$ cat src/rtl/keypad_pkg.sv
// Shared types and constants for the 4x4 keypad scan controller.
package keypad_pkg;

  typedef enum logic [1:0] {SCAN, DEBOUNCE, HELD, RELEASE} state_t;

  localparam logic [3:0] ROW_INIT = 4'b0001;

  // Indexed [row][col]; row 3 carries the E,0,F,D bottom row of the pad.
  localparam logic [3:0] KEY_MAP [4][4] = '{
    '{4'h1, 4'h2, 4'h3, 4'hA},
    '{4'h4, 4'h5, 4'h6, 4'hB},
    '{4'h7, 4'h8, 4'h9, 4'hC},
    '{4'hE, 4'h0, 4'hF, 4'hD}
  };

  function automatic logic [1:0] onehot_to_idx(input logic [3:0] oh);
    logic [1:0] idx;
    idx = 2'd0;
    for (int i = 0; i < 4; i++) begin
      if (oh[i]) idx = 2'(i);
    end
    return idx;
  endfunction

endpackage

$ cat src/rtl/keypad_scan_controller_stable_counter.sv
// Counts consecutive cycles of a held condition; done marks the final stable cycle.
module stable_counter #(
  parameter logic [19:0] DEBOUNCE_CYCLES = 20'd50000
) (
  input  logic clk_i,
  input  logic reset_i,
  input  logic clr_i,
  input  logic cond_i,
  output logic done_o
);

  localparam int W = (DEBOUNCE_CYCLES > 20'd1) ? $clog2(DEBOUNCE_CYCLES) : 1;
  localparam logic [W-1:0] TERM = W'(DEBOUNCE_CYCLES - 20'd1);

  logic [W-1:0] cnt_q;

  always_ff @(posedge clk_i) begin
    if (reset_i || clr_i || !cond_i) begin
      cnt_q <= '0;
    end else if (cnt_q != TERM) begin
      cnt_q <= cnt_q + 1'b1;
    end
  end

  assign done_o = cond_i && (cnt_q == TERM);

endmodule

$ cat src/rtl/keypad_scan_controller.sv
// Row scanner with press/release debounce; emits a key_valid pulse per accepted key.
// state    | meaning
// SCAN     | rotate one-hot row, sample columns at end of each dwell
// DEBOUNCE | row frozen, waiting for the single column to stay stable
// HELD     | key accepted, waiting for the latched column to drop
// RELEASE  | latched column low, waiting for it to stay low
module keypad_scan_controller
  import keypad_pkg::*;
#(
  parameter logic [15:0] SCAN_DIV        = 16'd4096,
  parameter logic [19:0] DEBOUNCE_CYCLES = 20'd50000
) (
  input  logic       clk,
  input  logic       reset,
  input  logic [3:0] sync_col,
  output logic [3:0] row,
  output logic [3:0] key_code,
  output logic       key_valid,
  output logic       key_held
);

  localparam logic [15:0] DWELL_TERM = SCAN_DIV - 16'd1;

  state_t      state_q;
  logic [3:0]  row_q;
  logic [15:0] dwell_q;
  logic [3:0]  col_q;
  logic [3:0]  key_code_q;
  logic        key_valid_q;
  logic        key_held_q;

  logic [3:0]  row_d;
  logic        col_match;
  logic        col_low;
  logic        cnt_cond;
  logic        cnt_clr;
  logic        cnt_done;

  assign row_d     = {row_q[2:0], row_q[3]};
  assign col_match = (sync_col == col_q);
  assign col_low   = ((sync_col & col_q) == 4'h0);

  // One counter serves both debounce phases; it is held clear outside them.
  assign cnt_cond = ((state_q == DEBOUNCE) && col_match) ||
                    ((state_q == RELEASE) && col_low);
  assign cnt_clr  = (state_q == SCAN) || (state_q == HELD);

  stable_counter #(
    .DEBOUNCE_CYCLES(DEBOUNCE_CYCLES)
  ) u_stable (
    .clk_i  (clk),
    .reset_i(reset),
    .clr_i  (cnt_clr),
    .cond_i (cnt_cond),
    .done_o (cnt_done)
  );

  always_ff @(posedge clk) begin
    if (reset) begin
      state_q     <= SCAN;
      row_q       <= ROW_INIT;
      dwell_q     <= '0;
      col_q       <= '0;
      key_code_q  <= '0;
      key_valid_q <= 1'b0;
      key_held_q  <= 1'b0;
    end else begin
      key_valid_q <= 1'b0;
      case (state_q)
        SCAN: begin
          if (dwell_q == DWELL_TERM) begin
            if ($onehot(sync_col)) begin
              col_q   <= sync_col;
              state_q <= DEBOUNCE;
            end else begin
              row_q   <= row_d;
              dwell_q <= '0;
            end
          end else begin
            dwell_q <= dwell_q + 16'd1;
          end
        end
        DEBOUNCE: begin
          if (!col_match) begin
            row_q   <= row_d;
            dwell_q <= '0;
            state_q <= SCAN;
          end else if (cnt_done) begin
            key_code_q  <= KEY_MAP[onehot_to_idx(row_q)][onehot_to_idx(col_q)];
            key_valid_q <= 1'b1;
            key_held_q  <= 1'b1;
            state_q     <= HELD;
          end
        end
        HELD: begin
          if (col_low) state_q <= RELEASE;
        end
        RELEASE: begin
          if (!col_low) begin
            state_q <= HELD;
          end else if (cnt_done) begin
            key_held_q <= 1'b0;
            row_q      <= row_d;
            dwell_q    <= '0;
            state_q    <= SCAN;
          end
        end
        default: state_q <= SCAN;
      endcase
    end
  end

  assign row       = row_q;
  assign key_code  = key_code_q;
  assign key_valid = key_valid_q;
  assign key_held  = key_held_q;

endmodule
$ cat config.mk
export PLATFORM = sky130hd
export DESIGN_NAME = keypad_scan_controller
export DESIGN_NICKNAME = d
export VERILOG_FILES = /design/src/rtl/keypad_pkg.sv /design/src/rtl/keypad_scan_controller_stable_counter.sv /design/src/rtl/keypad_scan_controller.sv
export SDC_FILE = /design/constraint.sdc
export NUM_CORES = 1
export LEC_CHECK = 0
export ABC_AREA = 0
export BUFFER_PORTS_ARGS = -buffer_cell sky130_fd_sc_hd__buf_4
export CAP_MARGIN = 25
export CORE_MARGIN = 4
export CORE_UTILIZATION = 60
export DETAILED_ROUTE_END_ITERATION = 8
export GPL_TIMING_DRIVEN = 0
export PLACE_DENSITY = 0.8
export RECOVER_POWER = 25
export SYNTH_ARGS = -nofsm -noshare
export SYNTH_HDL_FRONTEND = slang
export SYNTH_HIERARCHICAL = 1
export SYNTH_SLANG_ARGS = --single-unit
$ cat constraint.sdc
create_clock -name clk -period 4.1 [get_ports clk]
set_input_delay 1.025 -clock clk [delete_from_list [all_inputs] [get_ports clk]]
set_output_delay 1.025 -clock clk [all_outputs]
set_load 0.02 [all_outputs]
==> flow_summary.yaml, run 1 <==
setup_path:
  cp.required_ps: 4250
  r2r-end: "dwell_q[9]$_SDFFE_PP0P_"
  end_kind: "flip-flop"
  path_cells: "buf_4 > ha_1 > nor4_1 > mux2i_1 > nor2_1 > and2_1 > a31oi_1 > a21o_1 > o21ai_0 > a31oi_1"
  crit_family: "compound AO/OA/AOI/OAI gates"
  rr_worst_depth: 8
  critPathBufInv: 1
  critical_path.max_stage_delay_ps: 620
  worstReg2RegStart: "u_stable/cnt_q[0]$_SDFFE_PP0P_"
  cp-start-kind: "input pin"
  cp_slowest_cell: "o21ai_0"
  worstSetupPathType: "in2reg"
  cp_max_fo: 9
  crit_top_cell: "a31oi_1"
  rrSetupSlack_ps: 830
  crit_arrival_ps: 3700
clock_network:
  holdBufCountCts: 0
  cts_setup_buffers: 0
  cts.clk_slew.worst_paths_ps: 80
  post_cts_resize_count: 0
  cts_sinks: 48
  cts_max_level: 2
  cts_tree: "yes"
  clk_latency_ps: 300
  cts.root.buffer_cell: "clkbuf_8"
  cts_buffers: 5
  cts_buffer_depth: 2
hold_path:
  holdPathStages: 2
  hold_path.class: "reg2reg"
  worstHoldEndpoint: "key_code[0]$_SDFFE_PP0P_"
  hp-start: "key_code[0]$_SDFFE_PP0P_"
cells_and_area:
  fin_nets: 348
  final_cell_mix: "dfxtp_1 (48), nor2_1 (42), nand2_1 (25)"
  layout_commonest_cell: "dfxtp_1"
  nFillCells: 352
  syn2layout_area_growth_pct: 8.77
  drive_above_1_share: 0.0689
  antenna_cells: 0
route:
  finalWirelength_um: 5290
  drc: 0
  antenna_left: 0
  dr.pass1.iters: 4
  avgViaCountPerCell: 5.96
  vias: 2289
  dr.first_iter.drc_count: 82
  routedWlPerCell_um: 13.8
grt:
  antenna_found_initial: 0
  grt_overflow_total: 0
  first_global_vias: 2110
  grt.total_usage: 0.212
  grt_pass1_wl_um: 9140
  grt_max_degree: 15
logic_synthesis:
  synth_area_um2: 2580
  synth-edff-count: 0
  syn_inst: 311
  seq_area_frac_synth: 0.372
  synth-main-ff-cell: "dfxtp_1"
  synth_nets: 326
  synthArstFlopShare: 0
  ys_types: 51
  synth_seq_cells: 48
  ys_warn_count: 6
  synth.avg_cell_area_um2: 8.30
timing:
  period_minus_slack_ps: 3550
  finalCritPeriodShare: 0.866
  rsz0062_at_grt: "false"
  worst_slew_pin_slew_ps: 776
  slew_headroom: 0.478
  finalSetupViolations: 0
  hold_viol_final: 0
  fin_skew_ps: 4.60
  hold_slack_ps: 457
  tns_ps: 0
  finalMaxSlewViolations: 0
  fmax_mhz: 282
die:
  start_util: 0.632
  die_w_um: 73.6
  die_y_um: 73.6
  coreArea_um2: 4090
  io_pins: 16
  rows: 23
  die_area_um2: 5420
pwr:
  powerDensity_nw_per_um2: 282
  vdd_drop_max_mv: 0.174
  leakage_nw: 0.944
outcome:
  status: "finished clean"
flow_run:
  cap_violations: 0
place:
  io_buffer_count: 15
  gp_congestion: 0.810
  hpwl_um: 3870
worst max path at each step:
stage / startpoint / end / slack [ps] / depth (start not counted)
after floorplan: sync_col[0] / dwell_q[13]$_SDFFE_PP0P_ / 920 / 11
after global placement: sync_col[1] / dwell_q[9]$_SDFFE_PP0P_ / 280 / 10
after detailed placement: sync_col[1] / dwell_q[9]$_SDFFE_PP0P_ / 320 / 10
after CTS: sync_col[1] / dwell_q[9]$_SDFFE_PP0P_ / 610 / 10
after global routing: sync_col[0] / dwell_q[14]$_SDFFE_PP0P_ / 340 / 10
final: sync_col[1] / dwell_q[9]$_SDFFE_PP0P_ / 550 / 10
through the flow:
step / area (µm²) / setup slack (ps) / cells / power (mW) / util
finish: 2810 / 550 / 384 / 0.793 / 0.687
global route: 2810 / 342 / 384 / 0.831 / 0.687
CTS: 2850 / 614 / 384 / 0.807 / 0.697
detailed placement: 2760 / 319 / 376 / 0.518 / 0.675
global placement: 2760 / 280 / 376 / 0.517 / 0.675
floorplan: 2580 / 924 / 311 / 0.505 / -
cell families (layout without fill, tap and decap cells):
family	after synthesis	count (layout)	share of synthesized area
AO/OA/AOI/OAI	62	62	0.156
XOR/XNOR	11	11	0.0373
adder cells (fa/ha/maj)	9	9	0.0465
buffers and inverters	29	52	0.0456
flip-flops	48	48	0.372
multiplexers	10	10	0.0388
AND/OR/NAND/NOR	142	142	0.303
worst register-to-register path: cells and delay by family (launching register included):
kind,cells,cell delay [ps]
AO/OA/AOI/OAI,4,1340
adder cells (fa/ha/maj),1,190
flip-flops,1,400
AND/OR/NAND/NOR,3,1190
layout make-up:
| type | count | area, µm² | share of cell area |
|---|---|---|---|
| Buffer | 10 | 46.3 | 0.0165 |
| Clock buffer | 6 | 82.6 | 0.0294 |
| Clock inverter | 2 | 10.0 | 0.00357 |
| Inverter | 19 | 71.3 | 0.0254 |
| Multi-Input combinational cell | 234 | 1500 | 0.535 |
| Sequential cell | 48 | 961 | 0.342 |
| Tap cell | 50 | 62.6 | 0.0223 |
| Timing Repair Buffer | 15 | 71.3 | 0.0254 |
metal layers:
metal	vias up	wire length, µm	GRT usage
li1	1162	-	-
met1	1080	2490	0.267
met2	42	2530	0.346
met3	5	204	0.0506
met4	0	68	0.0865
met5	-	0	0
power breakdown:
part	internal (mW)	switching [mW]
Combinational	0.0133	0.0220
Clock	0.135	0.152
Sequential	0.468	0.00281
registers in the layout, indices dropped and copies added, names as in the netlist:
register        cells
row                 4
key_held            1
key_valid           1
dwell_q            16
state_q             2
col_q               4
u_stable/cnt_q     16
key_code            4
Yosys cell counts (all sizes together), types with 2 or more instances:
master  instances  area (µm²)
dfxtp          48         961
nor2           43         164
nand2          25        93.8
a21oi          19         106
inv            18        67.6
o21ai          17        85.1
nor3           14        70.1
nand3          12        60.1
mux2i          10         100
xnor2          10        87.6
nor4            9         108
and3            8        50.1
clkbuf          8        30.0
ha              8         100
nand4           8        65.1
or3             6        37.5
a31oi           5        31.3
nand2b          4        25.0
o311ai          4        35.0
or4             3        26.3
a211o           2        17.5
a21boi          2        15.0
a311oi          2        17.5
a32o            2        20.0
buf             2        16.3
nor3b           2        15.0
o211ai          2        15.0
o32ai           2        17.5
or4b            2        23.8
No activity file was read; power rests on OpenSTA's default activity.
==> run 2, diff against run 1 <==
--- a/config.mk
+++ b/config.mk
@@ -14,6 +14,7 @@
 export GPL_TIMING_DRIVEN = 0
 export PLACE_DENSITY = 0.8
 export RECOVER_POWER = 25
+export REMOVE_ABC_BUFFERS = 1
 export SYNTH_ARGS = -nofsm -noshare
 export SYNTH_HDL_FRONTEND = slang
 export SYNTH_HIERARCHICAL = 1
==> flow_summary.yaml, run 2 (same netlist as run 1, synthesis figures left out) <==
outcome:
  status: "finished clean"
setup_path:
  worstReg2RegStart: "u_stable/cnt_q[0]$_SDFFE_PP0P_"
  cp_max_fo: 12
  crit_arrival_ps: 3960
  critical_path.max_stage_delay_ps: 730
  cp_slowest_cell: "nor4_4"
  r2r-end: "dwell_q[7]$_SDFFE_PP0P_"
  crit_family: "simple AND/OR/NAND/NOR gates"
  worstSetupPathType: "in2reg"
  rr_worst_depth: 8
  cp.required_ps: 4320
  end_kind: "flip-flop"
  rrSetupSlack_ps: 770
  cp-start-kind: "input pin"
  critPathBufInv: 3
  path_cells: "clkbuf_1 > inv_1 > fa_1 > inv_1 > ha_1 > ha_1 > nor2_1 > nand2_1 > nor4_4 > o21ai_0 > o21ai_0"
pwr:
  powerDensity_nw_per_um2: 287
  leakage_nw: 0.927
  vdd_drop_max_mv: 0.260
place:
  io_buffer_count: 15
  gp_congestion: 0.810
  hpwl_um: 3530
  place_inst: 366
  dpl_cell_area_um2: 2710
clock_network:
  cts_setup_buffers: 0
  holdBufCountCts: 0
  cts.clk_slew.worst_paths_ps: 90
  cts_buffer_depth: 2
  clk_latency_ps: 290
  cts.root.buffer_cell: "clkbuf_8"
  cts_tree: "yes"
  cts_max_level: 2
  post_cts_resize_count: 0
  cts_buffers: 5
  cts_sinks: 48
cells_and_area:
  largestRegisters: "dwell_q x16, u_stable/cnt_q x16"
  layout_commonest_cell: "dfxtp_1"
  finalNonFillerCells: 374
  fin_util: 0.676
  nFillCells: 356
  stdcell_area_um2: 2760
  syn2layout_area_growth_pct: 6.98
  fin_nets: 338
  multi_input_area_um2: 1500
  drive_above_1_share: 0.0648
  final_cell_mix: "dfxtp_1 (48), nor2_1 (42), nand2_1 (25)"
  antenna_cells: 0
  regArea_um2: 961
timing:
  finalSetupViolations: 0
  hold_viol_final: 0
  hold_slack_ps: 459
  slew_headroom: 0.469
  worst_slew_pin_slew_ps: 788
  finalMaxSlewViolations: 0
  fin_skew_ps: 5.46
  fmax_mhz: 267
  rsz0062_at_grt: "false"
  tns_ps: 0
  finalCritPeriodShare: 0.913
  period_minus_slack_ps: 3740
grt:
  grt_overflow_total: 0
  antenna_found_initial: 0
  grt_pass1_wl_um: 9010
  grt.total_usage: 0.207
  first_global_vias: 2020
  grt_max_degree: 26
route:
  topRoutingLayerUsed: "met4"
  avgViaCountPerCell: 5.94
  met2_length_um: 2270
  dr.first_iter.drc_count: 141
  antenna_left: 0
  finalWirelength_um: 4990
  dr.pass1.iters: 4
  drc: 0
  routedWlPerCell_um: 13.3
  vias: 2221
  wl_met3_um: 190
  wirelength_met1_um: 2480
die:
  coreArea_um2: 4090
  die_y_um: 73.6
  io_pins: 16
  rows: 23
  die_area_um2: 5420
  start_util: 0.632
  die_w_um: 73.6
hold_path:
  hp-start: "key_code[0]$_SDFFE_PP0P_"
  hold_path.class: "reg2reg"
  worstHoldEndpoint: "key_code[0]$_SDFFE_PP0P_"
  holdPathStages: 2
flow_run:
  cap_violations: 0
[run 2: where the power goes]
group	internal [mW]	switching, mW
clock network	0.135	0.153
logic	0.0130	0.0218
registers	0.468	0.00278
total	0.616	0.177
[run 2: layout make-up]
| class | instances | area share |
|---|---|---|
| timing repair buffer | 15 | 0.0258 |
| clock buffer | 6 | 0.0299 |
| tap | 50 | 0.0227 |
| multi-input combinational | 234 | 0.544 |
| inverter | 19 | 0.0258 |
| sequential | 48 | 0.348 |
| clock inverter | 2 | 0.00362 |
[run 2: metal layers]
layer | up-vias | GRT usage
met5 | - | 0
met4 | 0 | 0.0704
met3 | 7 | 0.0424
met2 | 40 | 0.322
met1 | 1021 | 0.284
li1 | 1153 | -
[run 2: per-stage QoR]
stage          power [mW]  setup slack (ps)
2_1_floorplan       0.502               696
3_3_place_gp        0.516               138
3_5_place_dp        0.517               102
4_1_cts             0.802               427
5_1_grt             0.825              80.6
6_report            0.793               357
[run 2: worst max path at each step]
| stage | from | end | slack (ps) | depth (start not counted) |
|---|---|---|---|---|
| 6_report | sync_col[1] | dwell_q[7]$_SDFFE_PP0P_ | 360 | 11 |
| 5_1_grt | sync_col[1] | dwell_q[7]$_SDFFE_PP0P_ | 80 | 11 |
| 4_1_cts | sync_col[0] | dwell_q[7]$_SDFFE_PP0P_ | 430 | 11 |
| 3_5_place_dp | sync_col[0] | dwell_q[2]$_SDFFE_PP0P_ | 100 | 11 |
| 3_3_place_gp | sync_col[0] | dwell_q[2]$_SDFFE_PP0P_ | 140 | 11 |
| 2_1_floorplan | sync_col[0] | dwell_q[2]$_SDFFE_PP0P_ | 700 | 10 |
[run 2: tightest hold or removal path, delay by kind of cell, from the launching register on]
kind / cells / cell delay (ps)
and+or+nand+nor: 1 / 50
DFF: 1 / 320
AOI/OAI and AO/OA: 1 / 50
==> run 3, diff against run 2 <==
--- a/config.mk
+++ b/config.mk
@@ -15,7 +15,7 @@
 export PLACE_DENSITY = 0.8
 export RECOVER_POWER = 25
 export REMOVE_ABC_BUFFERS = 1
+export SETUP_SLACK_MARGIN = 0.5
 export SYNTH_ARGS = -nofsm -noshare
 export SYNTH_HDL_FRONTEND = slang
-export SYNTH_HIERARCHICAL = 1
 export SYNTH_SLANG_ARGS = --single-unit
==> flow_summary.yaml, run 3 <==
clock_network:
  cts_setup_buffers: 0
  cts_buffers: 5
  cts.clk_slew.worst_paths_ps: 90
  cts_tree: "yes"
  holdBufCountCts: 0
  cts.root.buffer_cell: "clkbuf_8"
  cts_max_level: 2
  post_cts_resize_count: 0
  cts_buffer_depth: 2
  clk_latency_ps: 300
  cts_sinks: 48
outcome:
  status: "finished clean"
route:
  dr.first_iter.drc_count: 157
  finalWirelength_um: 5210
  antenna_left: 0
  avgViaCountPerCell: 6.15
  routedWlPerCell_um: 14.4
  vias: 2225
  dr.pass1.iters: 4
  drc: 0
logic_synthesis:
  synth-edff-count: 0
  synth_top_area_share: 0.379
  yosysTopAreaCell: "dfxtp_1"
  synth_seq_cells: 48
  ys_types: 52
  synthArstFlopShare: 0
  synth.avg_cell_area_um2: 8.28
  ys_warn_count: 0
  synth_area_um2: 2530
  syn_inst: 306
  yosys-top-cells-area: "dfxtp_1 (38%), nor2_1 (5.5%), nand2_1 (4.1%), ha_1 (3.9%), a311oi_1 (3.5%)"
  yosys-top-cells-count: "dfxtp_1 (48), nor2_1 (37), nand2_1 (28)"
  synthMostInstantiatedCell: "dfxtp_1"
  synth-main-ff-cell: "dfxtp_1"
  seq_area_frac_synth: 0.379
cells_and_area:
  layout_commonest_cell: "dfxtp_1"
  drive_above_1_share: 0.0673
  final_cell_mix: "dfxtp_1 (48), nor2_1 (37), nand2_1 (28)"
  fin_nets: 327
  stdcell_area_um2: 2680
  fin_util: 0.661
  nFillCells: 368
  syn2layout_area_growth_pct: 5.87
  antenna_cells: 0
  largestRegisters: "dwell_q x16, u_stable.cnt_q x16"
timing:
  fmax_mhz: 292
  rsz0062_at_grt: "false"
  hold_viol_final: 0
  worst_slew_pin_slew_ps: 988
  hold_slack_ps: 461
  tns_ps: 0
  fin_skew_ps: 6.20
  slew_headroom: 0.332
  finalMaxSlewViolations: 0
  finalCritPeriodShare: 0.836
  finalSetupViolations: 0
  period_minus_slack_ps: 3430
place:
  gp_congestion: 0.830
  hpwl_um: 3600
  dpl_cell_area_um2: 2650
  io_buffer_count: 15
setup_path:
  end_kind: "flip-flop"
  worstSetupPathType: "in2reg"
  cp-start-kind: "input pin"
  crit_family: "simple AND/OR/NAND/NOR gates"
  path_cells: "clkbuf_1 > inv_1 > fa_1 > inv_1 > ha_1 > ha_1 > nor2_1 > nand3_1 > nor2_2 > nor2_1 > a311oi_1"
  cp_slowest_cell: "nor2_1"
  crit_arrival_ps: 3570
  critical_path.max_stage_delay_ps: 710
  cp.required_ps: 4240
  cp_max_fo: 12
  critPathBufInv: 3
die:
  coreArea_um2: 4060
  start_util: 0.625
  die_y_um: 73
  die_w_um: 73
  die_area_um2: 5330
  rows: 23
  io_pins: 16
pwr:
  p_seq_frac: 0.604
  p_int_mw: 0.598
  p_comb_frac: 0.046
  p_switching_mw: 0.182
  finalPower_mw: 0.780
  vdd_drop_max_mv: 0.239
  clockPowerShare: 0.349
  swShare: 0.233
  leakage_nw: 0.980
  powerDensity_nw_per_um2: 291
grt:
  antenna_found_initial: 0
  grt_max_degree: 37
  grt_pass1_wl_um: 9290
  grt_overflow_total: 0
  first_global_vias: 2041
  grt.total_usage: 0.215
flow_run:
  cap_violations: 0
hold_path:
  hold_path.class: "reg2reg"
run 3: changes by cell type after synthesis, moves of 5 or more:
cell / previous run / this run
xor2_1: 1 / 9
and4_1: 0 / 5
xnor2_1: 10 / 3
a311oi_1: 2 / 10
o21ai_0: 17 / 12
inv_1: 18 / 13
nor2_1: 42 / 37
run 3: area by class of cell:
type | instances | area [µm²] | area share
clock inverter | 2 | 12.5 | 0.00466
inverter | 13 | 48.8 | 0.0182
timing repair buffer | 16 | 78.8 | 0.0294
multi-input combinational | 228 | 1450 | 0.541
sequential | 48 | 961 | 0.358
clock buffer | 5 | 68.8 | 0.0256
tap | 50 | 62.6 | 0.0233
run 3: metrics by stage:
step / instances / setup WS, ps
finish: 362 / 674
global route: 362 / 494
CTS: 362 / 748
detailed placement: 355 / 441
global placement: 354 / 432
floorplan: 289 / 963
run 3: final timing paths:
path | startpoint | to | slack, ps | cells after the start
max | sync_col[1] | dwell_q[3]$_SDFFE_PP0P_ | 670 | 11
max reg2reg | u_stable.cnt_q[10]$_SDFFE_PP0P_ | dwell_q[3]$_SDFFE_PP0P_ | 1070 | 5
min reg2reg | key_code[0]$_SDFFE_PP0P_ | key_code[0]$_SDFFE_PP0P_ | 460 | 2
min | key_code[0]$_SDFFE_PP0P_ | key_code[0]$_SDFFE_PP0P_ | 460 | 2
run 3: kinds of logic (layout without fill, tap and decap cells):
| family | after synthesis | count (layout) | synth area share |
|---|---|---|---|
| AOI/OAI and AO/OA | 62 | 62 | 0.167 |
| xor gates and xnor gates | 12 | 12 | 0.0415 |
| muxes | 7 | 7 | 0.0276 |
| DFF | 48 | 48 | 0.379 |
| buffers and inverters | 30 | 36 | 0.0459 |
| adders and majority gates | 9 | 9 | 0.0474 |
| and+or+nand+nor | 138 | 138 | 0.292 |
run 3: power by group through the flow:
stage          clock [mW]  sequential [mW]  combinational, mW
6_report            0.272            0.471             0.0361
5_1_grt             0.294            0.472             0.0415
4_1_cts             0.280            0.471             0.0369
3_5_place_dp            0            0.482             0.0365
3_3_place_gp            0            0.482             0.0348
2_1_floorplan           0            0.481             0.0213
run 3: worst register-to-register path, cell delays in order (launching register included):
cell	delay, ps
dfxtp_1	350
or4b_4	550
nor4_4	740
a21oi_2	300
nor2_1	740
a311oi_1	200
run 3: routing by layer:
| metal | part of all wire | vias up | track usage |
|---|---|---|---|
| li1 | - | 1114 | - |
| met1 | 0.46 | 1052 | 0.285 |
| met2 | 0.47 | 54 | 0.341 |
| met3 | 0.050 | 5 | 0.0510 |
| met4 | 0.012 | 0 | 0.0738 |
| met5 | 0 | - | 0 |
